## src/rtl/shift_arbiter.sv

```systemverilog
// Two-requester front end for a single 32-bit barrel shifter: round-robin or
// fixed-priority grant, registered operands, registered result with valid/ready.

module shift_mux (
    input  logic [31:0] d,
    input  logic [4:0]  sa,
    input  logic        right,
    input  logic        arith,
    output logic [31:0] sh,
    output logic        carry
);

    logic        fill;
    logic [32:0] s0;
    logic [32:0] s1;
    logic [32:0] s2;
    logic [32:0] s3;
    logic [32:0] s4;
    logic [32:0] s5;

    // A guard bit below (right) or above (left) the word collects the last bit shifted out.
    assign fill = right & arith & d[31];
    assign s0   = right ? {d, 1'b0} : {1'b0, d};

    assign s1 = !sa[0] ? s0 : (right ? {fill, s0[32:1]}          : {s0[31:0], 1'b0});
    assign s2 = !sa[1] ? s1 : (right ? {{2{fill}}, s1[32:2]}     : {s1[30:0], 2'b0});
    assign s3 = !sa[2] ? s2 : (right ? {{4{fill}}, s2[32:4]}     : {s2[28:0], 4'b0});
    assign s4 = !sa[3] ? s3 : (right ? {{8{fill}}, s3[32:8]}     : {s3[24:0], 8'b0});
    assign s5 = !sa[4] ? s4 : (right ? {{16{fill}}, s4[32:16]}   : {s4[16:0], 16'b0});

    assign sh    = right ? s5[32:1] : s5[31:0];
    assign carry = right ? s5[0]    : s5[32];

endmodule

module shift_arbiter #(
    parameter bit FAIR = 1'b1
) (
    input  logic        clk,
    input  logic        clrn,
    input  logic        req0,
    input  logic [31:0] d0,
    input  logic [4:0]  sa0,
    input  logic        right0,
    input  logic        arith0,
    output logic        gnt0,
    input  logic        req1,
    input  logic [31:0] d1,
    input  logic [4:0]  sa1,
    input  logic        right1,
    input  logic        arith1,
    output logic        gnt1,
    output logic        resp_valid,
    input  logic        resp_ready,
    output logic        resp_id,
    output logic [31:0] sh,
    output logic        carry,
    output logic        busy
);

    typedef struct packed {
        logic [31:0] d;
        logic [4:0]  sa;
        logic        right;
        logic        arith;
    } shift_op_t;

    typedef enum logic [1:0] {
        IDLE = 2'd0,
        EXEC = 2'd1,
        RESP = 2'd2
    } state_t;

    state_t    state;
    state_t    state_n;
    shift_op_t req_op0;
    shift_op_t req_op1;
    shift_op_t op;
    logic      op_id;
    logic      last_id;
    logic      pick1;
    logic [31:0] mux_sh;
    logic        mux_carry;

    assign req_op0 = '{d: d0, sa: sa0, right: right0, arith: arith0};
    assign req_op1 = '{d: d1, sa: sa1, right: right1, arith: arith1};

    // On a tie the fair arbiter favours whoever was not served last.
    assign pick1 = (req0 & req1) ? (FAIR ? ~last_id : 1'b0) : req1;

    always_ff @(posedge clk or negedge clrn) begin
        if (!clrn) begin
            state <= IDLE;
        end else begin
            state <= state_n;
        end
    end

    always_comb begin
        state_n = state;
        gnt0    = 1'b0;
        gnt1    = 1'b0;
        case (state)
            IDLE: begin
                if (req0 | req1) begin
                    gnt0    = ~pick1;
                    gnt1    = pick1;
                    state_n = EXEC;
                end
            end
            EXEC: state_n = RESP;
            RESP: begin
                if (resp_ready) begin
                    state_n = IDLE;
                end
            end
            default: state_n = IDLE;
        endcase
    end

    shift_mux u_shift_mux (
        .d     (op.d),
        .sa    (op.sa),
        .right (op.right),
        .arith (op.arith),
        .sh    (mux_sh),
        .carry (mux_carry)
    );

    // Operand capture, result register and response handshake.
    always_ff @(posedge clk or negedge clrn) begin
        if (!clrn) begin
            op         <= '0;
            op_id      <= 1'b0;
            last_id    <= 1'b1;
            resp_valid <= 1'b0;
            resp_id    <= 1'b0;
            sh         <= '0;
            carry      <= 1'b0;
            busy       <= 1'b0;
        end else begin
            busy <= (state_n != IDLE);
            if (gnt0 | gnt1) begin
                op      <= gnt1 ? req_op1 : req_op0;
                op_id   <= gnt1;
                last_id <= gnt1;
            end
            if (state == EXEC) begin
                sh         <= mux_sh;
                carry      <= mux_carry;
                resp_id    <= op_id;
                resp_valid <= 1'b1;
            end else if ((state == RESP) && resp_ready) begin
                resp_valid <= 1'b0;
            end
        end
    end

endmodule

```

## config.mk

```make
export PLATFORM = sky130hd
export DESIGN_NAME = shift_arbiter
export DESIGN_NICKNAME = d
export VERILOG_FILES = /design/src/rtl/shift_arbiter.sv
export SDC_FILE = /design/constraint.sdc
export NUM_CORES = 1
export LEC_CHECK = 0
export ABC_AREA = 1
export CORE_ASPECT_RATIO = 1.2
export CORE_MARGIN = 10
export CORE_UTILIZATION = 31
export CTS_BUF_LIST = sky130_fd_sc_hd__clkbuf_8
export CTS_CLUSTER_SIZE = 28
export DETAILED_ROUTE_END_ITERATION = 7
export SLEW_MARGIN = 25
export SYNTH_ARGS = -nofsm -noshare
export SYNTH_HDL_FRONTEND = slang
export SYNTH_HIERARCHICAL = 1
export SYNTH_SLANG_ARGS = --single-unit
```

## constraint.sdc

```tcl
create_clock -name clk -period 2.3 [get_ports clk]
set_input_delay 0.345 -clock clk [delete_from_list [all_inputs] [get_ports clk]]
set_output_delay 0.345 -clock clk [all_outputs]
set_load 0.01 [all_outputs]
```

==> load_flow_metrics.sql <==
INSERT INTO impl_metrics (metric_group, metric, value, unit) VALUES
('status', 'outcome', 'finished, final reports clean', ''),
('setup_path', 'cp.required', '2590', 'ps'),
('timing', 'maxClockFrequency', '439', 'MHz'),
('yosys', 'postSynthCellCount', '1258', ''),
('cts', 'tritoncts_num_sinks', '79', ''),
('pwr', 'clkPwrFrac', '6.5', '%'),
('timing', 'unrepaired_setup_endpoints_after_global_routing', 'true', ''),
('routing', 'totalWireLength', '27400', 'um'),
('routing', 'routed_wire_length_per_instance', '15.7', 'um'),
('grt', 'grt_start_max_net_pins', '43', ''),
('yosys', 'post-synth-top-area-fraction', '31.1', '%'),
('timing', 'worst_slew_pin_slew', '586', 'ps'),
('routing', 'postRouteAntennaNets', '0', ''),
('layout', 'design.final.nets', '1506', ''),
('pwr', 'switching_share', '55.0', '%'),
('yosys', 'yosys_synthesis_warning_count', '6', ''),
('grt', 'first_global_vias', '8400', ''),
('cts', 'clk_latency', '390', 'ps'),
('yosys', 'yosys.cell_types.count', '30', ''),
('floorplanning', 'io-pin-count', '121', ''),
('cts', 'h_tree_depth_reported_by_cts', '3', ''),
('routing', 'detail_route.drc_violations', '0', ''),
('yosys', 'synth_seq_cells', '79', ''),
('timing', 'total_of_endpoints_with_negative_setup_slack_in_the_final_report', '0', ''),
('floorplanning', 'initial_utilization', '31.4', '%'),
('min_path', 'hold_class', 'reg -> reg', ''),
('cts', 'cts_tree', 'done', ''),
('grt', 'grt_first_pass_wirelength', '43400', 'um'),
('cts', 'path_clk_slew', '100', 'ps'),
('cts', 'maximum_clock_insertion_buffer_count', '2', ''),
('cts', 'numCtsBuffers', '9', ''),
('floorplanning', 'placementRows', '61', ''),
('pwr', 'peakVddDrop', '593', 'uV'),
('yosys', 'syn_area_per_cell', '5.75', 'um2'),
('pwr', 'internal_power', '8530', 'uW'),
('layout', 'areaGrowthSynthToFinish', '42.6', '%'),
('layout', 'utilization', '44.8', '%'),
('placed_design', 'io_buffer_count', '120', ''),
('pwr', 'cellLeakagePower', '0.00542', 'uW'),
('setup_path', 'timing.critical_path.from_type', 'flop', ''),
('placed_design', 'hpwl', '21300', 'um'),
('pwr', 'p_switching', '10400', 'uW'),
('grt', 'grt_antenna_before_repair', '0', ''),
('floorplanning', 'die_area', '29900', 'um2'),
('grt', 'grt_util_all_layers', '17.5', '%'),
('timing', 'final.min_clock_period', '2280', 'ps'),
('yosys', 'synth_async_sr_flop_share', '100', '%'),
('timing', 'slew-limit-headroom', '60.9', '%'),
('pwr', 'combinationalPowerShare', '79.4', '%'),
('setup_path', 'timing.critical_path.fanout_max', '19', ''),
('timing', 'finalClockSkew', '17.3', 'ps'),
('routing', 'via_per_inst', '4.98', ''),
('cts', 'cts-root-buf', 'clkbuf_8', ''),
('setup_path', 'worst_ep_arrival_time', '2570', 'ps'),
('timing', 'timing_hold_violations_final', '0', ''),
('timing', 'fin_crit_sh', '99.0', '%'),
('setup_path', 'critPathCaptureType', 'flop', ''),
('routing', 'drt_iter0_drc', '560', ''),
('floorplanning', 'die_y', '187', 'um'),
('yosys', 'synthTopCellsByArea', 'nand2_1 (31%), dfrtp_1 (27%), nand3_1 (23%)', ''),
('yosys', 'synthesis.area', '7240', 'um2'),
('yosys', 'yosys.area.top_type', 'nand2_1', ''),
('timing', 'maxSlewViolCount', '0', ''),
('pwr', 'pwr_density_cell', '1840', 'nW/um2'),
('flow_run', 'maxCapViolations', '0', ''),
('timing', 'setup_total_negative_slack', '0', 'ps'),
('layout', 'diodes', '0', ''),
('floorplanning', 'chipWidth', '159', 'um'),
('setup_path', 'critPathKind', 'reg -> reg', ''),
('routing', 'dr_total_vias', '8676', ''),
('layout', 'drive_gt1_share', '21.4', '%'),
('placed_design', 'routabilityCongestion', '0.951', ''),
('yosys', 'ys_dominant_reg_cell', 'dfrtp_1', ''),
('grt', 'gr-total-overflow', '0', ''),
('routing', 'detail_route.first_pass.iterations', '6', ''),
('yosys', 'postSynthNetCount', '1341', ''),
('floorplanning', 'core_area', '23000', 'um2'),
('yosys', 'sequential_to_total_area_share_from_yosys_stat', '27.3', '%'),
('pwr', 'p_seq_share', '14.1', '%'),
('yosys', 'synth_enable_flop_cells', '0', ''),
('timing', 'hold-worst-slack', '467', 'ps');
-- metal layers --
layer	share of wire, %	GRT usage (%)	vias up
met3	4.5	3.10	55
met5	0	0	-
li1	-	-	4426
met2	49	30.2	242
met4	3.1	7.78	0
met1	43	20.7	3953
-- cell usage after synthesis (2+ instances only) --
cell type / instances
inv_1: 64
a22oi_1: 2
inv_2: 7
nand4_1: 24
buf_6: 9
o21ai_0: 7
o21ai_1: 12
o211ai_1: 3
buf_1: 9
nand3_2: 15
buf_4: 8
buf_2: 37
nand2_2: 2
nor2_1: 7
nand2_1: 600
clkbuf_1: 19
a21oi_1: 8
nand3_1: 336
dfrtp_1: 78
-- logic make-up after synthesis --
group                  count (synthesis)  share of synthesized area (%)
DFF                                   79                           27.3
AOI/OAI and AO/OA                     34                           2.68
and+or+nand+nor                      990                           59.9
buffers and inverters                155                           10.0
-- registers in the layout, indices dropped and copies added (netlist names) --
name	count
resp_valid	1
op	39
sh	32
carry	1
op_id	1
last_id	1
busy	1
state	2
resp_id	1
-- layout by cell type (no fill, tap or decap), types with 2 or more instances in the layout --
cell | Yosys | routed
buf_4 | 8 | 100
o21ai_0 | 7 | 5
clkinv_2 | 1 | 2
o211ai_1 | 3 | 3
nor2_2 | 1 | 2
clkinv_4 | 0 | 2
bufinv_16 | 0 | 2
clkinvlp_4 | 0 | 2
buf_6 | 9 | 3
a21oi_2 | 1 | 4
clkbuf_8 | 0 | 9
o21ai_2 | 0 | 8
nand3_1 | 336 | 254
nand3_4 | 1 | 12
dfrtp_1 | 78 | 74
nor2_1 | 7 | 5
inv_8 | 0 | 2
nand2_1 | 600 | 561
buf_12 | 0 | 10
o21ai_1 | 12 | 5
dfrtp_2 | 0 | 4
a21oi_1 | 8 | 5
nor2_4 | 1 | 2
clkbuf_16 | 0 | 2
nand3_2 | 15 | 86
nand4_1 | 24 | 24
a22oi_1 | 2 | 2
nand2_2 | 2 | 41
inv_1 | 64 | 62
inv_2 | 7 | 7
clkdlybuf4s50_1 | 0 | 118
-- area by class of cell --
| cell class | instances | area, um2 |
|---|---|---|
| timing repair inverter | 1 | 5.00 |
| clock buffer | 9 | 124 |
| multi-input combinational | 1024 | 5190 |
| fill | 2542 | 12700 |
| inverter | 73 | 285 |
| clock inverter | 7 | 104 |
| sequential | 79 | 1980 |
| tap | 315 | 394 |
| timing repair buffer | 235 | 2230 |
-- stage by stage --
step | instances | total power (uW) | instance area (um2) | setup slack, ps
2_1_floorplan | 1258 | 10800 | 7240 | 493
3_5_place_dp | 1718 | 15900 | 9280 | -159
6_report | 1743 | 19000 | 10300 | 22.6
3_3_place_gp | 1718 | 15800 | 9280 | -109
5_1_grt | 1743 | 20700 | 10300 | -125
4_1_cts | 1738 | 17500 | 9650 | -10.8
-- critical path, cell delays in order, from the launching register on --
cell     delay (ps)
dfrtp_2         450
buf_12          160
buf_4           150
nand2_1          80
nand3_1         150
nand3_2         110
nand3_2         110
buf_4           150
nand2_1          80
nand3_1         130
nand2_2         130
nand2_1          70
nand2_1          60
nand2_1          70
nand2_1          70
nand2_1          50
nand3_1          80
nand2_1          60
-- repair_timing --
item	CTS	global route
hold buffers	1	0
pin swaps	7	17
setup buffers	3	2
gates cloned	0	3
hold endpoints to repair	41	0
endpoints found under the setup margin	24	33
resized for setup	28	137
-- final timing paths --
kind	startpoint	endpoint	slack, ps	cells past startpoint
worst max-delay path	op[1]$_DFFE_PN0P_	sh[16]$_DFFE_PN0P_	20	17
worst min-delay path	last_id$_DFFE_PN1P_	last_id$_DFFE_PN1P_	470	2
worst max register to register	op[1]$_DFFE_PN0P_	sh[16]$_DFFE_PN0P_	20	17
worst min register to register	last_id$_DFFE_PN1P_	last_id$_DFFE_PN1P_	470	2
max in group asynchronous	clrn	last_id$_DFFE_PN1P_	1150	3
min in group asynchronous	clrn	op[9]$_DFFE_PN0P_	480	2
-- power groups by stage --
stage / Combinational [uW] / Sequential [uW] / Clock, uW
2_1_floorplan: 8290 / 2560 / 0
3_3_place_gp: 13200 / 2650 / 0
3_5_place_dp: 13200 / 2660 / 0
4_1_cts: 13600 / 2640 / 1270
5_1_grt: 16600 / 2760 / 1330
6_report: 15100 / 2670 / 1230
Power figures use the tool's default switching activity.
